$ cat config.mk
export PLATFORM = sky130hd
export DESIGN_NAME = ice40_iserdes_aligner
export DESIGN_NICKNAME = d
export VERILOG_FILES = /design/src/rtl/ice40_iserdes_aligner.sv
export SDC_FILE = /design/constraint.sdc
export NUM_CORES = 1
export LEC_CHECK = 0
export ABC_CLOCK_PERIOD_IN_PS = 2600
export BUFFER_PORTS_ARGS = -buffer_cell sky130_fd_sc_hd__buf_4
export CAP_MARGIN = 0
export CORE_MARGIN = 5
export CORE_UTILIZATION = 62
export CTS_BUF_LIST = sky130_fd_sc_hd__clkbuf_8
export DETAILED_ROUTE_END_ITERATION = 12
export PLACE_DENSITY = 0.8
export SLEW_MARGIN = 20
export SYNTH_ARGS = -nofsm -noshare
export SYNTH_HDL_FRONTEND = slang
export SYNTH_SLANG_ARGS = --single-unit
$ cat constraint.sdc
create_clock -name clk -period 2.6 [get_ports clk]
set_clock_uncertainty 0.05 [all_clocks]
set_input_delay 0.39 -clock clk [delete_from_list [all_inputs] [get_ports clk]]
set_output_delay 0.39 -clock clk [all_outputs]
set_load 0.02 [all_outputs]
$ cat src/rtl/ice40_iserdes_aligner.sv
// Multi-lane deserialiser with lane-0 training-pattern word alignment.
// Ports: clk, rst (async high), in_data/in_stb serial bits in,
//   align_en/relock alignment control, out_data/out_stb words out,
//   locked alignment flag, slip_pos shared bit offset.
module ice40_iserdes_aligner #(
  parameter int WIDTH = 8,
  parameter int LANES = 1,
  parameter logic [WIDTH-1:0] SYNC_PATTERN = WIDTH'(8'hB8),
  parameter int LOCK_COUNT = 4,
  localparam int SW = ($clog2(WIDTH) > 1) ? $clog2(WIDTH) : 1
) (
  input  logic                   clk,
  input  logic                   rst,
  input  logic [LANES-1:0]       in_data,
  input  logic                   in_stb,
  input  logic                   align_en,
  input  logic                   relock,
  output logic [LANES*WIDTH-1:0] out_data,
  output logic                   out_stb,
  output logic                   locked,
  output logic [SW-1:0]          slip_pos
);

  localparam int HL = 2*WIDTH-1;
  localparam int HW = $clog2(HL);
  localparam logic [SW-1:0] LAST = SW'(WIDTH-1);
  localparam logic [3:0] LC = 4'(LOCK_COUNT);

  typedef enum logic [1:0] {
    HUNT,
    CHECK,
    LOCKD
  } state_t;

  state_t state, state_n;
  logic [3:0] match_cnt, cnt_n;
  logic skip, skip_n;
  logic [SW-1:0] slip_n;
  logic [SW-1:0] slip_inc;

  logic [HL-1:0] hist [LANES];
  logic [HL-1:0] hist_nxt [LANES];
  logic [LANES*WIDTH-1:0] word_nxt;
  logic [SW-1:0] bit_cnt;
  logic [HW-1:0] base;
  logic word_done;
  logic hit;

  assign base = HW'(slip_pos);
  assign word_done = in_stb && (bit_cnt == LAST);

  // The word is extracted from the post-shift history so the
  // completing bit is already part of it.
  always_comb begin
    word_nxt = '0;
    for (int l = 0; l < LANES; l++) begin
      hist_nxt[l] = {hist[l][HL-2:0], in_data[l]};
      word_nxt[l*WIDTH +: WIDTH] = hist_nxt[l][base +: WIDTH];
    end
  end

  always_ff @(posedge clk or posedge rst) begin
    if (rst) begin
      for (int l = 0; l < LANES; l++) hist[l] <= '0;
      bit_cnt <= '0;
    end else if (in_stb) begin
      for (int l = 0; l < LANES; l++) hist[l] <= hist_nxt[l];
      bit_cnt <= (bit_cnt == LAST) ? '0 : bit_cnt + 1'b1;
    end
  end

  always_ff @(posedge clk or posedge rst) begin
    if (rst) begin
      out_data <= '0;
      out_stb  <= 1'b0;
    end else begin
      out_stb <= word_done;
      if (word_done) out_data <= word_nxt;
    end
  end

  // The FSM judges the word as it is loaded into out_data, so the
  // state (and locked) change in the same cycle that out_stb rises.
  assign hit = (word_nxt[WIDTH-1:0] == SYNC_PATTERN);
  assign slip_inc = (slip_pos == LAST) ? '0 : slip_pos + 1'b1;

  always_comb begin
    state_n = state;
    cnt_n   = match_cnt;
    skip_n  = skip;
    slip_n  = slip_pos;
    if (relock) begin
      state_n = HUNT;
      cnt_n   = '0;
      skip_n  = 1'b0;
    end else if (align_en && word_done) begin
      unique case (state)
        HUNT: begin
          if (skip) begin
            skip_n = 1'b0;
          end else if (hit) begin
            cnt_n   = 4'd1;
            state_n = (LOCK_COUNT == 1) ? LOCKD : CHECK;
          end else begin
            slip_n = slip_inc;
            skip_n = 1'b1;
          end
        end
        CHECK: begin
          if (hit) begin
            cnt_n = match_cnt + 4'd1;
            if (cnt_n == LC) state_n = LOCKD;
          end else begin
            state_n = HUNT;
            slip_n  = slip_inc;
            skip_n  = 1'b1;
            cnt_n   = '0;
          end
        end
        LOCKD: begin
        end
        default: state_n = HUNT;
      endcase
    end
  end

  always_ff @(posedge clk or posedge rst) begin
    if (rst) begin
      state     <= HUNT;
      match_cnt <= '0;
      skip      <= 1'b0;
      slip_pos  <= '0;
    end else begin
      state     <= state_n;
      match_cnt <= cnt_n;
      skip      <= skip_n;
      slip_pos  <= slip_n;
    end
  end

  assign locked = (state == LOCKD);

endmodule

* Word level (Yosys, flattened, before mapping) *
Cells that the tools add are included.

word-level totals
  flip-flop bits (word level) = 36
  input bits = 6
  output and inout bits = 13
  word-level logic and storage cells = 59

cells by class
  add/subtract/negate cells = 3
  equality and inequality tests = 12
  shift-type cells = 1
  mux-type cells = 24
  bitwise logic cells = 1
  reduce and logical (&&, ||, !) cells = 10

operators by type and width
  operator             number
  $mux 4               5
  $shiftx 15x4->8      1
  $mux 2               6
  $mux 3               4
  $ne 3x3->1 const B   3
  $eq 8x8->1 const B   1
  $pmux 4 s2           1
  $reduce_and 4->1     2
  $add 3x1->3 const B  2
  $eq 3x3->1 const B   2
  $pmux 2 s3           1
  $pmux 3 s2           1
  $mux 1               5
  $reduce_and 5->1     1
  $add 4x1->4 const B  1
  $eq 4x3->1 const B   1
  $ne 2x2->1 const B   2
  $ne 4x4->1 const B   1
  $reduce_bool 2->1    2
  $reduce_and 3->1     1
  $reduce_bool 3->1    1
  $eq 2x1->1 const B   1
  $eq 2x2->1 const B   1
  $logic_and 1x1->1    2
  other kinds (3)      3

* Depth between registers and ports, before layout *
  depth after elaboration = 7
  mapped depth = 10
  mapped depth without buffers = 9

* Worst setup path before layout *
OpenSTA, ideal clock, no wires.

  kind = reg2reg
  start point = reg slip_pos[1]
  end point = reg slip_pos[0]
  setup time = 125 ps
  data arrival time = 2067 ps
  required time = 2425 ps
  path slack = 359 ps
  cell stages (with the launch flop) = 10
  path buffers = 2
  clock period less this slack = 2241 ps
  path through = dfrtp_1 > buf_6 > buf_6 > mux2i_1 > nand3b_1 > o311ai_1 > o21ai_1 > nor3b_2 > nand4b_1 > mux2_2

on the way
  word-level cells in the longest chain between the ends = 5
  elaborated cells between the ends (all ways) = 7
  those cells by class = 2 x eq/ne; 1 x shift; 4 x mux

ends and longest elaborated chain
  item                                                  line      text
  start, declared                                       21        output logic [SW-1:0] slip_pos
  start signal, assigned                                137       slip_pos <= slip_n;
  $shiftx 15x4->8 / $eq 3x3->1 (equally long branches)  58, 85
  $eq 8x8->1 / $mux 3 (equally long branches)           84, 85
  $mux 3 *                                              101, 110
  $mux 3                                                99        if (skip) begin
  $pmux 3 s2 *                                          97        unique case (state)

Mark *: on every way between the ends. The rest lies on a longest branch, timed or not. The select of a mux whose other input is x is not followed.
A chain may end at the register's enable or synchronous reset.

* Worst setup path in the final report *
  start point = reg slip_pos[1]
  end point = reg slip_pos[2]

on the way
  word-level cells in the longest chain between the ends = 5
  elaborated cells between the ends (all ways) = 8
  those cells by class = 1 x add/sub; 2 x eq/ne; 1 x shift; 4 x mux

ends and longest elaborated chain
  item                                         line      text
  $shiftx 15x4->8 (tied with other cells)      58        word_nxt[l*WIDTH +: WIDTH] = hist_nxt[l][base +: WIDTH];
  $eq 8x8->1 / $mux 3 (equally long branches)  84, 85
  $mux 3 *                                     101, 110
  $mux 3                                       99
  $pmux 3 s2 *                                 97

Marked as above.

==> out/metrics.csv <==
metric,value,unit
numPortBuffers,18,
post-route-period-util,0.886,
ant_nets,0,
first_pass_iters,4,
synthArstFlopShare,1.00,
fin_util,0.738,
synth_warnings,0,
hp-class,input port to asynchronous set/reset pin,
syn_to_final_growth,13.3,%
vias,1721,
drc,0,
clk_path_buf_depth,2,
wl,4490,um
grt_use_total,0.195,
cts_max_level,2,
clk_pin_slew,0.07,ns
synth_top_area_cell,dfrtp_1,
grt_antenna_before_repair,0,
required,2.73,ns
cp.buffers_inverters,1,
netlist_area,0.00221,mm^2
grt_pass1_wl,7730,um
clk_latency,0.29,ns
path_delay_family,simple AND/OR/NAND/NOR gates,
fmax,0.434,GHz
min_period,2.30,ns
ios,19,
synth_ff_type,dfrtp_1,
cts_buffers,5,
ir_worst_vdd,0.557,mV
die_area,0.00486,mm^2
syn-mean-instance-area,10.4,um^2
rsz0062_at_grt,false,
whs,0.138,ns
numClockSinks,36,
initial_utilization,0.652,
p_per_area,1020,mW/mm^2
worstSetupEndpointType,register,
core-area,0.00339,mm^2
synth.distinct_cells,47,
rows,21,
grt_remaining_overflow,0,
synth_seq_area_share,0.408,
setup_viol,0,
drive_gt1_frac,0.252,
cp.arrival,2.44,ns
via_per_inst,6.15,
hpwl,3280,um
cp-start-kind,register,
fin_total_pwr,2560,uW
first_iter_violations,84,
fillers,249,
grt_start_max_net_pins,37,
p_leak,0.00110,uW
postCtsSetupRepairBufs,0,
chipHeight,69.7,um
synth_commonest_cells,"dfrtp_1 (36), nand2_1 (21), mux2_2 (18)",
drv_cap,0,
place.gp.congestion,0.947,
die_w,69.7,um
cpPeakStageDelay,0.48,ns
ys_seq_elements,36,
synth_edf_count,0,
yosysMostFrequentCell,dfrtp_1,
grt_pass1_vias,1648,
synth_area_leaders,"dfrtp_1 (41%), mux2_2 (9.2%), mux2i_1 (6.3%), mux4_2 (4.1%), nand2_1 (3.6%)",
slew_headroom,0.666,
diodes,0,
cp_slowest_cell,dfrtp_2,
layout.nets,245,
slew_viol_final,0,
outcome,"complete, no violations",
critPathKind,register to register,
cp_cell_sequence,"buf_4, nand2b_1, nand2_1, o311ai_1, o21ai_1, nor3b_2, nand4b_1, mux2_2",
wl_per_cell,16.0,um
postSynthCellCount,212,
cts_root_buffer,clkbuf_8,
finalSetupTns,0,ns
cts_tree,done,
worstPathMaxFanout,12,
synth_fp_nets,224,
worst_pin_slew,0.487,ns
hold_viol,0,
yosysTopAreaCellShare,0.408,
==> flip-flops by register name, summed over array words and instances, names as in the netlist <==
signal and flops:
slip_pos 3, hist 14, state 2, match_cnt 4, skip 1, out_data 8, bit_cnt 3, out_stb 1
==> report_power, final <==
part	internal (uW)	total (uW)	switching, uW
sequential	734	945	211
combinational	550	1120	569
clock	288	498	209
==> metrics by stage <==
step | instances | cell area (um^2) | setup WS [ns]
3_3_place_gp | 272 | 2390 | 0.312
6_report | 280 | 2500 | 0.297
5_1_grt | 280 | 2500 | 0.116
2_1_floorplan | 212 | 2210 | 0.359
4_1_cts | 280 | 2500 | 0.200
3_5_place_dp | 272 | 2390 | 0.217
==> cells by family (layout without fill, tap and decap cells) <==
logic type      after synthesis  count (layout)  synth area share
simple gates                 58              58             0.128
compound gates               48              48             0.148
mux                          38              38             0.220
flops                        36              36             0.408
buf+inv                      24              46            0.0544
fa+ha+maj                     6               6            0.0340
xor+xnor                      2               2           0.00793
==> placed cells by master (no fill, tap or decap), types with 3 or more instances in the layout <==
cell type	n
nand2_1	21
mux2i_1	14
a32oi_1	3
dfrtp_1	35
a21oi_1	5
buf_4	26
mux4_2	4
nor2_1	13
o21ai_0	13
inv_1	11
mux2_2	18
clkbuf_8	5
nand3_1	5
a211oi_1	4
ha_1	6
a31oi_1	4
nand2b_1	5
nor3_1	4
==> worst register-to-register path, stage by stage (launching register included) <==
cell and delay, ns:
dfrtp_2 0.48, buf_4 0.22, nand2b_1 0.15, nand2_1 0.10, o311ai_1 0.29, o21ai_1 0.12
nor3b_2 0.20, nand4b_1 0.22, mux2_2 0.36
==> final timing paths <==
| path | startpoint | cells after the start | slack (ns) | end |
|---|---|---|---|---|
| worst max register to register | slip_pos[1]$_DFFE_PP0P_ | 8 | 0.30 | slip_pos[2]$_DFFE_PP0P_ |
| worst max-delay path | slip_pos[1]$_DFFE_PP0P_ | 8 | 0.30 | slip_pos[2]$_DFFE_PP0P_ |
| worst min-delay path | rst | 3 | 0.14 | bit_cnt[1]$_DFFE_PP0P_ |
| min in group clk | relock | 2 | 0.24 | match_cnt[0]$_DFFE_PP0P_ |
| worst min register to register | out_data[3]$_DFFE_PP0N_ | 1 | 0.44 | out_data[3]$_DFFE_PP0N_ |
| max in group asynchronous | rst | 3 | 2.03 | slip_pos[1]$_DFFE_PP0P_ |
==> timing repair <==
item                       in CTS  in global routing
setup endpoints to repair       0                  3
gates resized for setup         0                  1
hold buffers                    0                  0
==> metal layers <==
metal  up-vias  global-route usage  share of wire
met1       830               0.265           0.44
met4         0              0.0660          0.016
met2        58               0.299           0.47
met3         8              0.0551          0.072
li1        825                   -              -
met5         -                   0              0
==> area by class of cell <==
type                       instances  area (um^2)  share of cell area
clock buffer                       5         68.8              0.0275
clock inverter                     3         46.3              0.0185
inverter                          12         45.0              0.0180
multi-input combinational        152         1190               0.475
sequential                        36          902               0.360
tap                               46         57.6              0.0230
timing repair buffer              26          195              0.0780
Power figures use the tool's default switching activity.
